===== src/rtl/bp_be_pkg.sv =====
// rtl/bp_be_pkg.sv - shared back-end constants and pointer types for the FE queue
package bp_be_pkg;

    localparam int bp_be_fe_queue_els_gp = 8;

    // Extra MSB is the wrap bit that tells full apart from empty.
    function automatic int bp_be_ptr_width(input int els);
        return $clog2(els) + 1;
    endfunction

    localparam int bp_be_fe_queue_ptr_width_gp = bp_be_ptr_width(bp_be_fe_queue_els_gp);

    typedef struct packed {
        logic                                   wrap;
        logic [bp_be_fe_queue_ptr_width_gp-2:0] idx;
    } bp_be_fe_queue_ptr_s;

endpackage


===== src/rtl/bp_be_fe_queue_ptr.sv =====
// rtl/bp_be_fe_queue_ptr.sv - wrapping up-counter with load, used for queue pointers
module bp_be_fe_queue_ptr #(
    parameter int width_p = 4
) (
    input  logic               clk_i,
    input  logic               reset_n_i,
    input  logic               inc_i,
    input  logic               load_i,
    input  logic [width_p-1:0] load_val_i,
    output logic [width_p-1:0] ptr_o
);

    // Load wins over increment so rollback/clear override a same-cycle advance.
    always_ff @(posedge clk_i or negedge reset_n_i) begin
        if (!reset_n_i) begin
            ptr_o <= '0;
        end else if (load_i) begin
            ptr_o <= load_val_i;
        end else if (inc_i) begin
            ptr_o <= ptr_o + width_p'(1);
        end
    end

endmodule


===== src/rtl/bp_be_fe_queue_rollback.sv =====
// rtl/bp_be_fe_queue_rollback.sv - speculative FE queue with commit/rollback/clear; optional BP_BE_FE_QUEUE_BYPASS_EN
module bp_be_fe_queue_rollback
    import bp_be_pkg::*;
#(
    parameter int els_p        = bp_be_fe_queue_els_gp,
    parameter int data_width_p = 128,
    localparam int ptr_width_lp = bp_be_ptr_width(els_p)
) (
    input  logic                    clk_i,
    input  logic                    reset_n_i,
    input  logic [data_width_p-1:0] fe_queue_i,
    input  logic                    fe_queue_v_i,
    output logic                    fe_queue_ready_o,
    output logic [data_width_p-1:0] fe_queue_o,
    output logic                    fe_queue_v_o,
    input  logic                    fe_queue_yumi_i,
    input  logic                    fe_queue_deq_i,
    input  logic                    fe_queue_roll_i,
    input  logic                    fe_queue_clr_i,
    output logic                    empty_o,
    output logic [ptr_width_lp-1:0] count_o
);

    logic [ptr_width_lp-1:0] wptr, rptr, cptr, cptr_next, rptr_load_val;
    logic [data_width_p-1:0] mem [els_p];
    logic                    full, enq, stored_v, yumi_fire;

    assign count_o          = wptr - cptr;
    assign empty_o          = (cptr == wptr);
    assign full             = (count_o == ptr_width_lp'(els_p));
    assign fe_queue_ready_o = ~full & reset_n_i;
    assign enq              = fe_queue_v_i & fe_queue_ready_o & ~fe_queue_clr_i;
    assign stored_v         = (rptr != wptr);

`ifdef BP_BE_FE_QUEUE_BYPASS_EN
    logic bypass;
    assign bypass       = ~stored_v & enq;
    assign fe_queue_v_o = stored_v | bypass;
    assign fe_queue_o   = bypass ? fe_queue_i : mem[rptr[ptr_width_lp-2:0]];
`else
    assign fe_queue_v_o = stored_v;
    assign fe_queue_o   = mem[rptr[ptr_width_lp-2:0]];
`endif

    assign yumi_fire     = fe_queue_yumi_i & fe_queue_v_o;
    // Rollback target includes a same-cycle commit.
    assign cptr_next     = cptr + ptr_width_lp'(fe_queue_deq_i);
    assign rptr_load_val = fe_queue_clr_i ? wptr : cptr_next;

    always_ff @(posedge clk_i) begin
        if (enq) begin
            mem[wptr[ptr_width_lp-2:0]] <= fe_queue_i;
        end
    end

    bp_be_fe_queue_ptr #(.width_p(ptr_width_lp)) wptr_cnt (
        .clk_i      (clk_i),
        .reset_n_i  (reset_n_i),
        .inc_i      (enq),
        .load_i     (1'b0),
        .load_val_i ('0),
        .ptr_o      (wptr)
    );

    bp_be_fe_queue_ptr #(.width_p(ptr_width_lp)) rptr_cnt (
        .clk_i      (clk_i),
        .reset_n_i  (reset_n_i),
        .inc_i      (yumi_fire),
        .load_i     (fe_queue_clr_i | fe_queue_roll_i),
        .load_val_i (rptr_load_val),
        .ptr_o      (rptr)
    );

    bp_be_fe_queue_ptr #(.width_p(ptr_width_lp)) cptr_cnt (
        .clk_i      (clk_i),
        .reset_n_i  (reset_n_i),
        .inc_i      (fe_queue_deq_i),
        .load_i     (fe_queue_clr_i),
        .load_val_i (wptr),
        .ptr_o      (cptr)
    );

`ifndef SYNTHESIS
    a_yumi_legal: assert property (@(posedge clk_i) disable iff (!reset_n_i)
        fe_queue_yumi_i |-> fe_queue_v_o);
    a_deq_legal: assert property (@(posedge clk_i) disable iff (!reset_n_i)
        fe_queue_deq_i |-> (cptr != rptr));
`endif

endmodule


===== config.mk =====
export PLATFORM = sky130hd
export DESIGN_NAME = bp_be_fe_queue_rollback
export DESIGN_NICKNAME = d
export VERILOG_FILES = /design/src/rtl/bp_be_pkg.sv /design/src/rtl/bp_be_fe_queue_ptr.sv /design/src/rtl/bp_be_fe_queue_rollback.sv
export SDC_FILE = /design/constraint.sdc
export NUM_CORES = 1
export LEC_CHECK = 0
export ABC_AREA = 1
export CORE_MARGIN = 1
export CORE_UTILIZATION = 60
export CTS_CLUSTER_SIZE = 10
export DETAILED_ROUTE_END_ITERATION = 12
export GPL_TIMING_DRIVEN = 0
export PLACE_DENSITY = 0.81
export SLEW_MARGIN = 20
export SYNTH_ARGS = -nofsm -noshare
export SYNTH_HDL_FRONTEND = slang
export SYNTH_HIERARCHICAL = 1
export SYNTH_SLANG_ARGS = --single-unit

===== constraint.sdc =====
create_clock -name clk_i -period 13.7 [get_ports clk_i]
set_input_delay 4.11 -clock clk_i [delete_from_list [all_inputs] [get_ports clk_i]]
set_output_delay 4.11 -clock clk_i [all_outputs]
set_load 0.01 [all_outputs]

==> summary.md <==
| Metric | Value |
|---|---|
| Status | complete, no violations |
| Sequential element share of the synthesized area | 75.8% |
| Clk buf depth | 3 |
| Hold Path Class | reg -> reg |
| Clock network power share | 32.5% |
| Worst Path Required | 9.59 ns |
| DR iter-0 viols | 3,557 |
| Fin nets | 3,894 |
| Vias in the first global route | 27.7k |
| Antenna Nets Post-Route | 0 |
| Switch share | 28.6% |
| GR Overflow Total | 0 |
| Worst path most repeated cell | clkdlybuf4s50_1 |
| DRC | 0 |
| Worst r2r dst | mem[5][110] |
| Htree depth | 3 |
| Fin cells | 4,652 |
| # Post-CTS Setup Buffers | 0 |
| Number of max-cap violations | 0 |
| Routability congestion estimate | 0.812 |
| Yosys reg bits | 1,036 |
| Worst Setup Start Kind | input pin |
| Worst path cell trace | clkdlybuf4s50_1 -> nand2_1 -> inv_1 -> clkdlybuf4s50_1 |
| Post-CTS Resized | 0 |
| CP max-delay cell | clkdlybuf4s50_1 |
| Crit Path Max Fanout | 14 |
| Die width | 263 µm |
| CTS sink cnt | 1,036 |
| Io pins | 270 |
| Hold Buf Count CTS | 0 |
| Flop pwr share | 44.9% |
| Setup Skew | 0.0163 ns |
| RSZ-0062 raised after global routing | no |
| Syn Std Cell Area | 41,000 µm² |
| Pleak | 16.8 nW |
| Initial Utilization | 60.8% |
| Final core occ | 72.8% |
| CTS root buffer | clkbuf_16 |
| Worst Hold End | rptr_cnt/ptr_o[3] |
| Post-Synthesis Cells | 3,305 |
| Hold Startpoint | rptr_cnt/ptr_o[3] |
| Die Ht | 263 µm |
| Mean post-synth cell area | 12.4 µm² |
| First-pass GRT wire length | 161 mm |
| CTS Buf Count | 114 |
| Post-Place Cells | 4,507 |
| Total power | 7.92 mW |
| Fin. max-slew vios | 0 |
| Most frequent cells in the layout | edfxtp_1 (1,024), nor2_1 (777), o21ai_0 (638) |
| Drt first pass iters | 5 |
| GRT Max-Usage Layer | met2 |
| Place WS | 3.88 ns |
| Logic pwr share | 22.6% |
| Post-DP HPWL | 67.5 mm |
| P_int | 5.65 mW |
| Fmax | 0.102 GHz |
| Hold Vio Cnt, Final | 0 |
| Initial antenna violation count | 22 |
| Area delta synth->final | 19.7% |
| Num rows | 95 |
| # port buffers | 269 |
| Share of layout cells above drive strength 1 | 7.01% |
| Worst-margin pin slew | 1.24 ns |
| Final setup vio count | 0 |
| CP endpoint kind | primary output |
| Maximum vdd ir drop | 0.123 mV |
| R2r worst-path depth | 14 |
| Latest clock arrival within the worst-skew pair | 0.66 ns |
| Post-DP Area | 46,000 µm² |
| Commonest non-fill, non-tap cell in the layout | edfxtp_1 |
| Worst stage delay on the critical path | 0.88 ns |
| Cell area after layout | 49,000 µm² |
| Critical path data arrival time | 5.69 ns |
| Max-slew headroom | 17.3% |
| Hold path cells | 2 |
| Post-layout min period | 9.80 ns |
| Die area | 69,300 µm² |
| Detailed-route via count | 28.3k |
| GRT met1 Usage | 40.3% |
| Total wire length | 109 mm |
| Met3 Use GR | 5.77% |
| Core area | 67,400 µm² |
| Final period utilization | 71.5% |
| Final worst slack | 3.90 ns |
| Total GRT Usage | 31.2% |
| Largest net degree at the start of global routing | 26 |
| Via density | 6.08 |
| Sw power | 2.26 mW |
| Yosys warnings | 6 |
| CTS tree | yes |
| FF-to-FF setup slack | 9.34 ns |
| Kind of critical path | in -> out |
| Cell variety after synth | 28 |
| Met2 Use GR | 51.8% |
| Pwr dens | 161 nW/µm² |
| Worst reg2reg startpoint | wptr_cnt/ptr_o[0] |
| Clk slew on worst S/H paths | 0.05 ns |
| WL per Instance | 23.5 µm |
-- worst max-delay path by stage --
stage,slack [ns],end,from,cells past startpoint
floorplan,3.18,mem[0][0],fe_queue_clr_i,5
global placement,-2.60,mem[3][101],reset_n_i,3
detailed placement,3.88,fe_queue_ready_o,reset_n_i,4
CTS,3.86,fe_queue_ready_o,reset_n_i,4
global route,3.73,fe_queue_ready_o,reset_n_i,4
finish,3.90,fe_queue_ready_o,reset_n_i,4
-- synth_stat cells --
cell	number	area, µm²
inv_6	1	8.76
clkbuf_1	95	357
buf_6	10	113
buf_2	43	215
o21a_1	1	7.51
a22oi_1	3	22.5
xnor2_1	4	35.0
dfrtp_1	12	300
nand3_1	23	115
inv_1	25	93.8
nand4_1	3	18.8
buf_4	27	203
o21ai_0	638	3190
xor2_1	2	17.5
or2_2	2	12.5
ha_1	8	100
a21oi_1	3	15.0
buf_1	23	86.3
fa_1	1	20.0
a21boi_1	4	30.0
conb_1	1	3.75
edfxtp_1	1024	30700
nor3_1	1	5.00
o21ai_1	137	686
nor2_1	785	2950
nand2_1	425	1600
o211ai_1	3	22.5
and2_1	1	6.26
-- flip-flops by register name, summed over array words and instances, names as in the netlist --
signal          cells
rptr_cnt/ptr_o      4
mem              1024
cptr_cnt/ptr_o      4
wptr_cnt/ptr_o      4
-- per-layer routing --
layer  up-vias  wire, µm
met4        16      4140
met3       252     11700
met1     13700     39500
met2      1791     53800
li1      12500         -
met5         -       104
-- cell families (layout without fill, tap and decap cells) --
family | Yosys count | count (layout) | synth area share (%)
and+or+nand+nor | 1240 | 1240 | 11.5
DFF | 1036 | 1036 | 75.8
AOI/OAI and AO/OA | 789 | 789 | 9.70
buffers and inverters | 224 | 675 | 2.63
adders and majority gates | 9 | 9 | 0.293
xor gates and xnor gates | 6 | 6 | 0.128
other | 1 | 24 | 0.00915
-- area by class of cell --
type	count	area, µm²
flip-flops and latches	1036	31000
plain buffers	198	976
clock inverters	5	43.8
clock buffers	126	2920
well taps	873	1090
fillers	4058	18400
inverters	26	103
diodes	14	35.0
multi-input cells	2054	8950
repair buffers	320	3870
-- power groups by stage --
stage,combinational (mW),sequential (mW),clock (mW)
after global placement,1.68,3.63,0
after detailed placement,1.74,3.62,0
final,1.79,3.55,2.57
after global routing,1.92,3.56,2.70
after floorplan,0.887,3.62,0
after CTS,1.77,3.55,2.58
-- critical path: cells and delay by family --
kind	cells	cell delay (ns)
buffers and inverters	3	1.47
AND/OR/NAND/NOR	1	0.11
-- through the flow --
step	TNS, ns	hold WS [ns]
after floorplan	0	0.528
after global placement	-2290.93	0.561
after detailed placement	0	0.570
after CTS	0	0.583
after global routing	0	0.609
final	0	0.584
No activity file was read; power rests on OpenSTA's default activity.
